--- config.mk ---
export PLATFORM = sky130hd
export DESIGN_NAME = alu_share_arb
export DESIGN_NICKNAME = d
export VERILOG_FILES = /design/src/rtl/alu_share_arb.sv
export SDC_FILE = /design/constraint.sdc
export NUM_CORES = 1
export LEC_CHECK = 0
export ABC_AREA = 0
export BUFFER_PORTS_ARGS = -buffer_cell sky130_fd_sc_hd__buf_2
export CORE_MARGIN = 4
export CORE_UTILIZATION = 40
export DETAILED_ROUTE_END_ITERATION = 10
export GPL_TIMING_DRIVEN = 0
export PLACE_DENSITY_LB_ADDON = 0.05
export SYNTH_ARGS = -nofsm -noshare
export SYNTH_HDL_FRONTEND = slang
export SYNTH_SLANG_ARGS = --single-unit
--- constraint.sdc ---
create_clock -name clk -period 2.3 [get_ports clk]
set_clock_uncertainty 0.2 [all_clocks]
set_input_delay 0 -clock clk [delete_from_list [all_inputs] [get_ports clk]]
set_output_delay 0 -clock clk [all_outputs]
set_load 0.05 [all_outputs]
--- src/rtl/alu_share_arb.sv ---
// Two-port round-robin front end for one shared ALU: accept -> issue register -> capture into a per-port response slot.
// Optional `ALU_ARB_PERF_EN adds saturating grant/conflict counters (perf_grant0, perf_grant1, perf_conflict).
module alu_share_arb #(
    parameter int DATA_W    = 32,
    parameter int ALUC_W    = 4,
    parameter bit INIT_PRIO = 1'b0
) (
    input  logic              clk,
    input  logic              rst,

    input  logic              req0_valid,
    output logic              req0_ready,
    input  logic [ALUC_W-1:0] req0_aluc,
    input  logic [DATA_W-1:0] req0_a,
    input  logic [DATA_W-1:0] req0_b,

    input  logic              req1_valid,
    output logic              req1_ready,
    input  logic [ALUC_W-1:0] req1_aluc,
    input  logic [DATA_W-1:0] req1_a,
    input  logic [DATA_W-1:0] req1_b,

    output logic              rsp0_valid,
    input  logic              rsp0_ready,
    output logic [DATA_W-1:0] rsp0_r,
    output logic [3:0]        rsp0_flags,

    output logic              rsp1_valid,
    input  logic              rsp1_ready,
    output logic [DATA_W-1:0] rsp1_r,
    output logic [3:0]        rsp1_flags,

    output logic [ALUC_W-1:0] alu_aluc,
    output logic [DATA_W-1:0] alu_a,
    output logic [DATA_W-1:0] alu_b,
    input  logic [DATA_W-1:0] alu_r,
    input  logic              alu_zero,
    input  logic              alu_carry,
    input  logic              alu_negative,
    input  logic              alu_overflow
`ifdef ALU_ARB_PERF_EN
    ,
    output logic [15:0]       perf_grant0,
    output logic [15:0]       perf_grant1,
    output logic [15:0]       perf_conflict
`endif
);

    logic              r_iss_valid;
    logic              r_iss_tag;
    logic              r_prio;
    logic [ALUC_W-1:0] r_alu_aluc;
    logic [DATA_W-1:0] r_alu_a;
    logic [DATA_W-1:0] r_alu_b;

    logic [1:0]        r_rsp_valid;
    logic [DATA_W-1:0] r_rsp_r     [2];
    logic [3:0]        r_rsp_flags [2];

    logic [1:0]        w_rsp_ready;
    logic [1:0]        w_free;
    logic [1:0]        w_elig;
    logic [1:0]        w_grant;
    logic              w_any_grant;
    logic [ALUC_W-1:0] w_sel_aluc;
    logic [DATA_W-1:0] w_sel_a;
    logic [DATA_W-1:0] w_sel_b;
    logic [3:0]        w_alu_flags;

    assign w_rsp_ready = {rsp1_ready, rsp0_ready};
    assign w_alu_flags = {alu_zero, alu_carry, alu_negative, alu_overflow};

    // An op sitting in the issue register lands in its slot this edge, so its
    // port must wait one cycle; that keeps captures out of occupied slots.
    always_comb begin
        w_free     = ~r_rsp_valid | w_rsp_ready;
        w_elig[0]  = req0_valid & w_free[0] & ~(r_iss_valid & ~r_iss_tag);
        w_elig[1]  = req1_valid & w_free[1] & ~(r_iss_valid &  r_iss_tag);
        w_grant[0] = ~rst & w_elig[0] & (~w_elig[1] | ~r_prio);
        w_grant[1] = ~rst & w_elig[1] & (~w_elig[0] |  r_prio);
        w_any_grant = |w_grant;
        w_sel_aluc = req0_aluc;
        w_sel_a    = req0_a;
        w_sel_b    = req0_b;
        if (w_grant[1]) begin
            w_sel_aluc = req1_aluc;
            w_sel_a    = req1_a;
            w_sel_b    = req1_b;
        end
    end

    assign req0_ready = w_grant[0];
    assign req1_ready = w_grant[1];

    // Issue stage; operand registers hold their value while idle.
    always_ff @(posedge clk) begin
        if (rst) begin
            r_iss_valid <= 1'b0;
            r_iss_tag   <= 1'b0;
            r_prio      <= INIT_PRIO;
            r_alu_aluc  <= '0;
            r_alu_a     <= '0;
            r_alu_b     <= '0;
        end else if (w_any_grant) begin
            r_iss_valid <= 1'b1;
            r_iss_tag   <= w_grant[1];
            r_prio      <= ~w_grant[1];
            r_alu_aluc  <= w_sel_aluc;
            r_alu_a     <= w_sel_a;
            r_alu_b     <= w_sel_b;
        end else begin
            r_iss_valid <= 1'b0;
        end
    end

    assign alu_aluc = r_alu_aluc;
    assign alu_a    = r_alu_a;
    assign alu_b    = r_alu_b;

    // Capture stage; a capture overrides a same-cycle drain of that slot.
    always_ff @(posedge clk) begin
        if (rst) begin
            r_rsp_valid <= '0;
            for (int n = 0; n < 2; n++) begin
                r_rsp_r[n]     <= '0;
                r_rsp_flags[n] <= '0;
            end
        end else begin
            for (int n = 0; n < 2; n++) begin
                if (r_iss_valid && (r_iss_tag == 1'(n))) begin
                    r_rsp_valid[n] <= 1'b1;
                    r_rsp_r[n]     <= alu_r;
                    r_rsp_flags[n] <= w_alu_flags;
                end else if (r_rsp_valid[n] && w_rsp_ready[n]) begin
                    r_rsp_valid[n] <= 1'b0;
                end
            end
        end
    end

    assign rsp0_valid = r_rsp_valid[0];
    assign rsp0_r     = r_rsp_r[0];
    assign rsp0_flags = r_rsp_flags[0];
    assign rsp1_valid = r_rsp_valid[1];
    assign rsp1_r     = r_rsp_r[1];
    assign rsp1_flags = r_rsp_flags[1];

`ifdef ALU_ARB_PERF_EN
    logic [15:0] r_perf_g0;
    logic [15:0] r_perf_g1;
    logic [15:0] r_perf_conf;

    always_ff @(posedge clk) begin
        if (rst) begin
            r_perf_g0   <= '0;
            r_perf_g1   <= '0;
            r_perf_conf <= '0;
        end else begin
            if (w_grant[0] && (r_perf_g0 != 16'hFFFF))
                r_perf_g0 <= r_perf_g0 + 16'd1;
            if (w_grant[1] && (r_perf_g1 != 16'hFFFF))
                r_perf_g1 <= r_perf_g1 + 16'd1;
            if ((&w_elig) && (r_perf_conf != 16'hFFFF))
                r_perf_conf <= r_perf_conf + 16'd1;
        end
    end

    assign perf_grant0   = r_perf_g0;
    assign perf_grant1   = r_perf_g1;
    assign perf_conflict = r_perf_conf;
`endif

endmodule
==> results.md <==
- The sequential cells in the finished layout cover a total of 3623 µm².
- The cell count after synthesis is 458.
- The instance area after placement is 7516 µm².
- Measured against its own limit, the worst slew margin works out to 39.78%.
- In this run the count of I/O pins placed on the die edge is 322.
- The total count of max-transition violations in the final report is 0.
- The largest area contributor in the netlist is sky130_fd_sc_hd__edfxtp_1.
- The maximum fanout along the worst path is 36.
- The footprint of the multi-input gates is 1821 µm².
- Setup violations remaining at the end of the flow were counted as 0.
- Summed over all layers, the routed wires come to 21390 µm.
- Fill cells in the final layout number 1013.
- The critical path's slowest cell is sky130_fd_sc_hd__nand2_2.
- The pin slew with the least headroom to its limit is 900.1 ps.
- The top routing layer in use is met4.
- For the worst setup path, the data required time is 2050 ps.
- The worst path uses 99.67% of the clock period.
- In this run the horizontal extent of the chip is 127.1 µm.
- The detail route stage leaves a number of antenna-violating nets equal to 0.
- The clock network accounts for 32.7% of the total power.
- Buffers placed on the I/O ports in this run total 321.
- The final cell count without fillers is 1168.
- By area the synthesized netlist is led by sky130_fd_sc_hd__edfxtp_1 38%, sky130_fd_sc_hd__dfxtp_1 26%, sky130_fd_sc_hd__a221o_1 6.0%.
- The first global-routing pass estimated 33330 µm of wire.
- Setup repair after global routing could not meet its margin everywhere.
- The startpoint type of the worst setup path is an input port.
- During synthesis, Yosys emitted a total of 0 warnings.
- The maximum ir drop on the vdd rail is 0.0004570 V.
- The total number of nets in the final design is 1152.
- The via count of the first global-routing pass was 6519.
- The length of routed met3 wiring is 1951 µm.
- Of the total power, registers draw 39.5%.
- In this run the power spent charging and discharging nets is 2653 µW.
- Of the synthesized area, sequential elements account for 63.83%.
- Synthesis produced a netlist with a net count of 636.
- At the worst endpoint, the arrival time is 2040 ps.
- Of the cells placed in the final design, the portion with a size suffix greater than 1 is 39.11%.
- The total grt overflow is 0.
- The worst setup path is captured at a register.
- The violation count after the first detailed-route iteration is 427.
- The routed length on met2 is 10340 µm.
- The total number of placement rows is 43.
- The number of sinks handled by clock tree synthesis is 145.
- The signal on the critical path passes through buf_2 > dlygate4sd3_1 > buf_6 > inv_2 > clkbuf_1 > nand2_2.
- After routing the design area is 9839 µm².
- The clock latency at the later pin of the worst-skew pair is 410 ps.
- The overall track demand over capacity in global routing is 26.30%.
- The number of remaining DRC errors is 0.
- The half-perimeter wire length of the detailed placement result is 14110 µm.
- The H-tree generated during clock tree synthesis spans 4 levels.
- Dividing the detail-routed wire length by the instance count gives 18.32 µm.
- The number of antenna violations at the first check in global routing is 1.
- The clock period could shrink to 2292 ps.
- The final route contains 6158 vias.
- The detailed-route vias per instance is 5.272.
- The switching part of the total is 33.63%.
- Based on the critical path, the design can be clocked at up to 0.4362 GHz.
- Relative to the synthesized area, the layout overhead comes to 73.33%.
- The total area inside the core boundary comes to 13880 µm².
- The post-synthesis sequential element count is 145.
- The analysis attributes to cell leakage a power of 0.004548 µW.
- The clock edge transition at the registers on the reported setup and hold paths is 60 ps.
- The flow ran to the end, and the final reports show no timing, DRC or antenna violations.
- The maximum clock insertion buffer count is 2.
- The worst hold path belongs to the class input port to register.
- The top cell type by area accounts for 38.09% of the synthesized area.
- The clock root buffer is sky130_fd_sc_hd__clkbuf_16.
- On the worst path, the slowest cell contributes a delay of 660 ps.
- For the worst flop-to-flop path, the logic depth is 6.
- A synthesized cell averages 12.39 µm².
- The pin count of the biggest net entering global routing is 37.
- The worst setup path is of the input port to register kind.
- The internal power contribution is 5235 µW.
- At the end of routability-driven placement, the weighted congestion stood at 0.8594.
- The ratio of total power to cell area is 801.6 nW/µm².
- The cell count after placement is 959.
- The netlist area before placement is 5677 µm².
- In this run, the combinational gates consume 27.8% of the power.
- The register-to-register setup slack is 170 ps.
- For this configuration, the core starts out at a cell density of 40.90%.
- Yosys mapped the design onto 34 distinct sky130hd cell types.
- TritonCTS built the clock tree.
- Counting instances, the worst hold path has a depth of 5.
- The number of max-cap violations is 0.
- The detailed-router iteration count before antenna repair is 5.
- For this block, wires on met1 add up to 7916 µm.
- The final-report hold violation count came to 0.
- Buffers inserted during clock tree synthesis total 17.
- The overall die height is 127.1 µm.
- The total die area is 16160 µm².
==> registers in the layout, indices dropped and copies added, names as in the netlist <==
signal       cells
r_iss_valid      1
r_rsp_flags      8
alu_b           32
alu_a           32
r_iss_tag        1
r_rsp_r         64
r_prio           1
alu_aluc         4
r_rsp_valid      2
==> layer usage <==
metal  vias up  track usage (%)
met3        98            7.985
met4         0            16.09
met5         -                0
met1      2850            29.50
li1       2819                -
met2       391            43.96
==> area by class of cell <==
type                    instances  area share (%)
plain buffers                  48           2.492
diodes                          1         0.02543
inverters                       1         0.03815
clock buffers                  22           4.718
repair buffers                497           34.23
multi-input cells             264           18.50
flip-flops and latches        145           36.83
clock inverters                10          0.8774
well taps                     180           2.289
==> cell usage in the layout (no fill, tap or decap), types with 15 or more instances in the layout <==
cell                            count
sky130_fd_sc_hd__dfxtp_1           73
sky130_fd_sc_hd__a311oi_1          15
sky130_fd_sc_hd__clkbuf_1          29
sky130_fd_sc_hd__a221o_1           34
sky130_fd_sc_hd__o21ai_0           33
sky130_fd_sc_hd__clkbuf_16         17
sky130_fd_sc_hd__buf_2            332
sky130_fd_sc_hd__nor3_1            22
sky130_fd_sc_hd__and3_1            37
sky130_fd_sc_hd__dlygate4sd3_1    175
sky130_fd_sc_hd__and2_1            36
sky130_fd_sc_hd__nand3_1           34
sky130_fd_sc_hd__edfxtp_1          72
==> per-stage QoR <==
step	TNS [ps]	hold slack, ps	worst slack (ps)	power (µW)	utilization, %
global placement	-24850	24.06	-347.5	5075	54.11
global route	-9655	98.80	-143.4	8181	70.89
floorplan	0	-61.12	73.18	4526	-
finish	0	59.47	7.568	7888	70.89
CTS	0	32.59	7.566	7896	70.77
detailed placement	0	28.60	158.8	5095	54.15
==> final timing paths <==
| check | startpoint | to |
|---|---|---|
| min reg2reg | alu_b[29] | alu_b[29] |
| max reg2reg | r_iss_valid | alu_a[31] |
| max | rst | r_rsp_r[0][46] |
| min | req0_valid | alu_b[17] |
==> logic make-up after synthesis <==
family / share of synthesized area (%)
AO/OA/AOI/OAI: 16.84
buffers and inverters: 4.320
flip-flops: 63.83
AND/OR/NAND/NOR: 15.01
==> worst max-delay path: cells and delay by family <==
family	cells	cell delay, ps
simple gates	1	660
buf+inv	5	1370
==> cells in the mapped netlist (all sizes together) <==
cell type,instances
dfxtp,73
edfxtp,72
and3,37
and2,36
nand3,35
a221o,34
o21ai,34
clkbuf,27
nor3,23
a311oi,22
buf,21
a31oi,12
o31ai,12
nand2,3
nand2b,3
a21oi,2
nor2,2
nor2b,2
a211oi,1
a21boi,1
a21o,1
and4,1
and4b,1
inv,1
nand4b,1
or2,1
==> timing repair <==
| action | in CTS | in global routing |
|---|---|---|
| hold buffers | 175 | 0 |
| setup buffers | 0 | 1 |
| endpoints found under the hold margin | 142 | 0 |
| gates resized for setup | 2 | 3 |
| endpoints found under the setup margin | 1 | 74 |
==> power by group through the flow <==
| stage | Combinational, µW | Clock, µW | Sequential (µW) |
|---|---|---|---|
| 2_1_floorplan | 480 | 0 | 4050 |
| 3_3_place_gp | 1920 | 0 | 3160 |
| 3_5_place_dp | 1930 | 0 | 3160 |
| 4_1_cts | 2170 | 2610 | 3110 |
| 5_1_grt | 2310 | 2730 | 3140 |
| 6_report | 2200 | 2580 | 3110 |
Power figures use the tool's default switching activity.
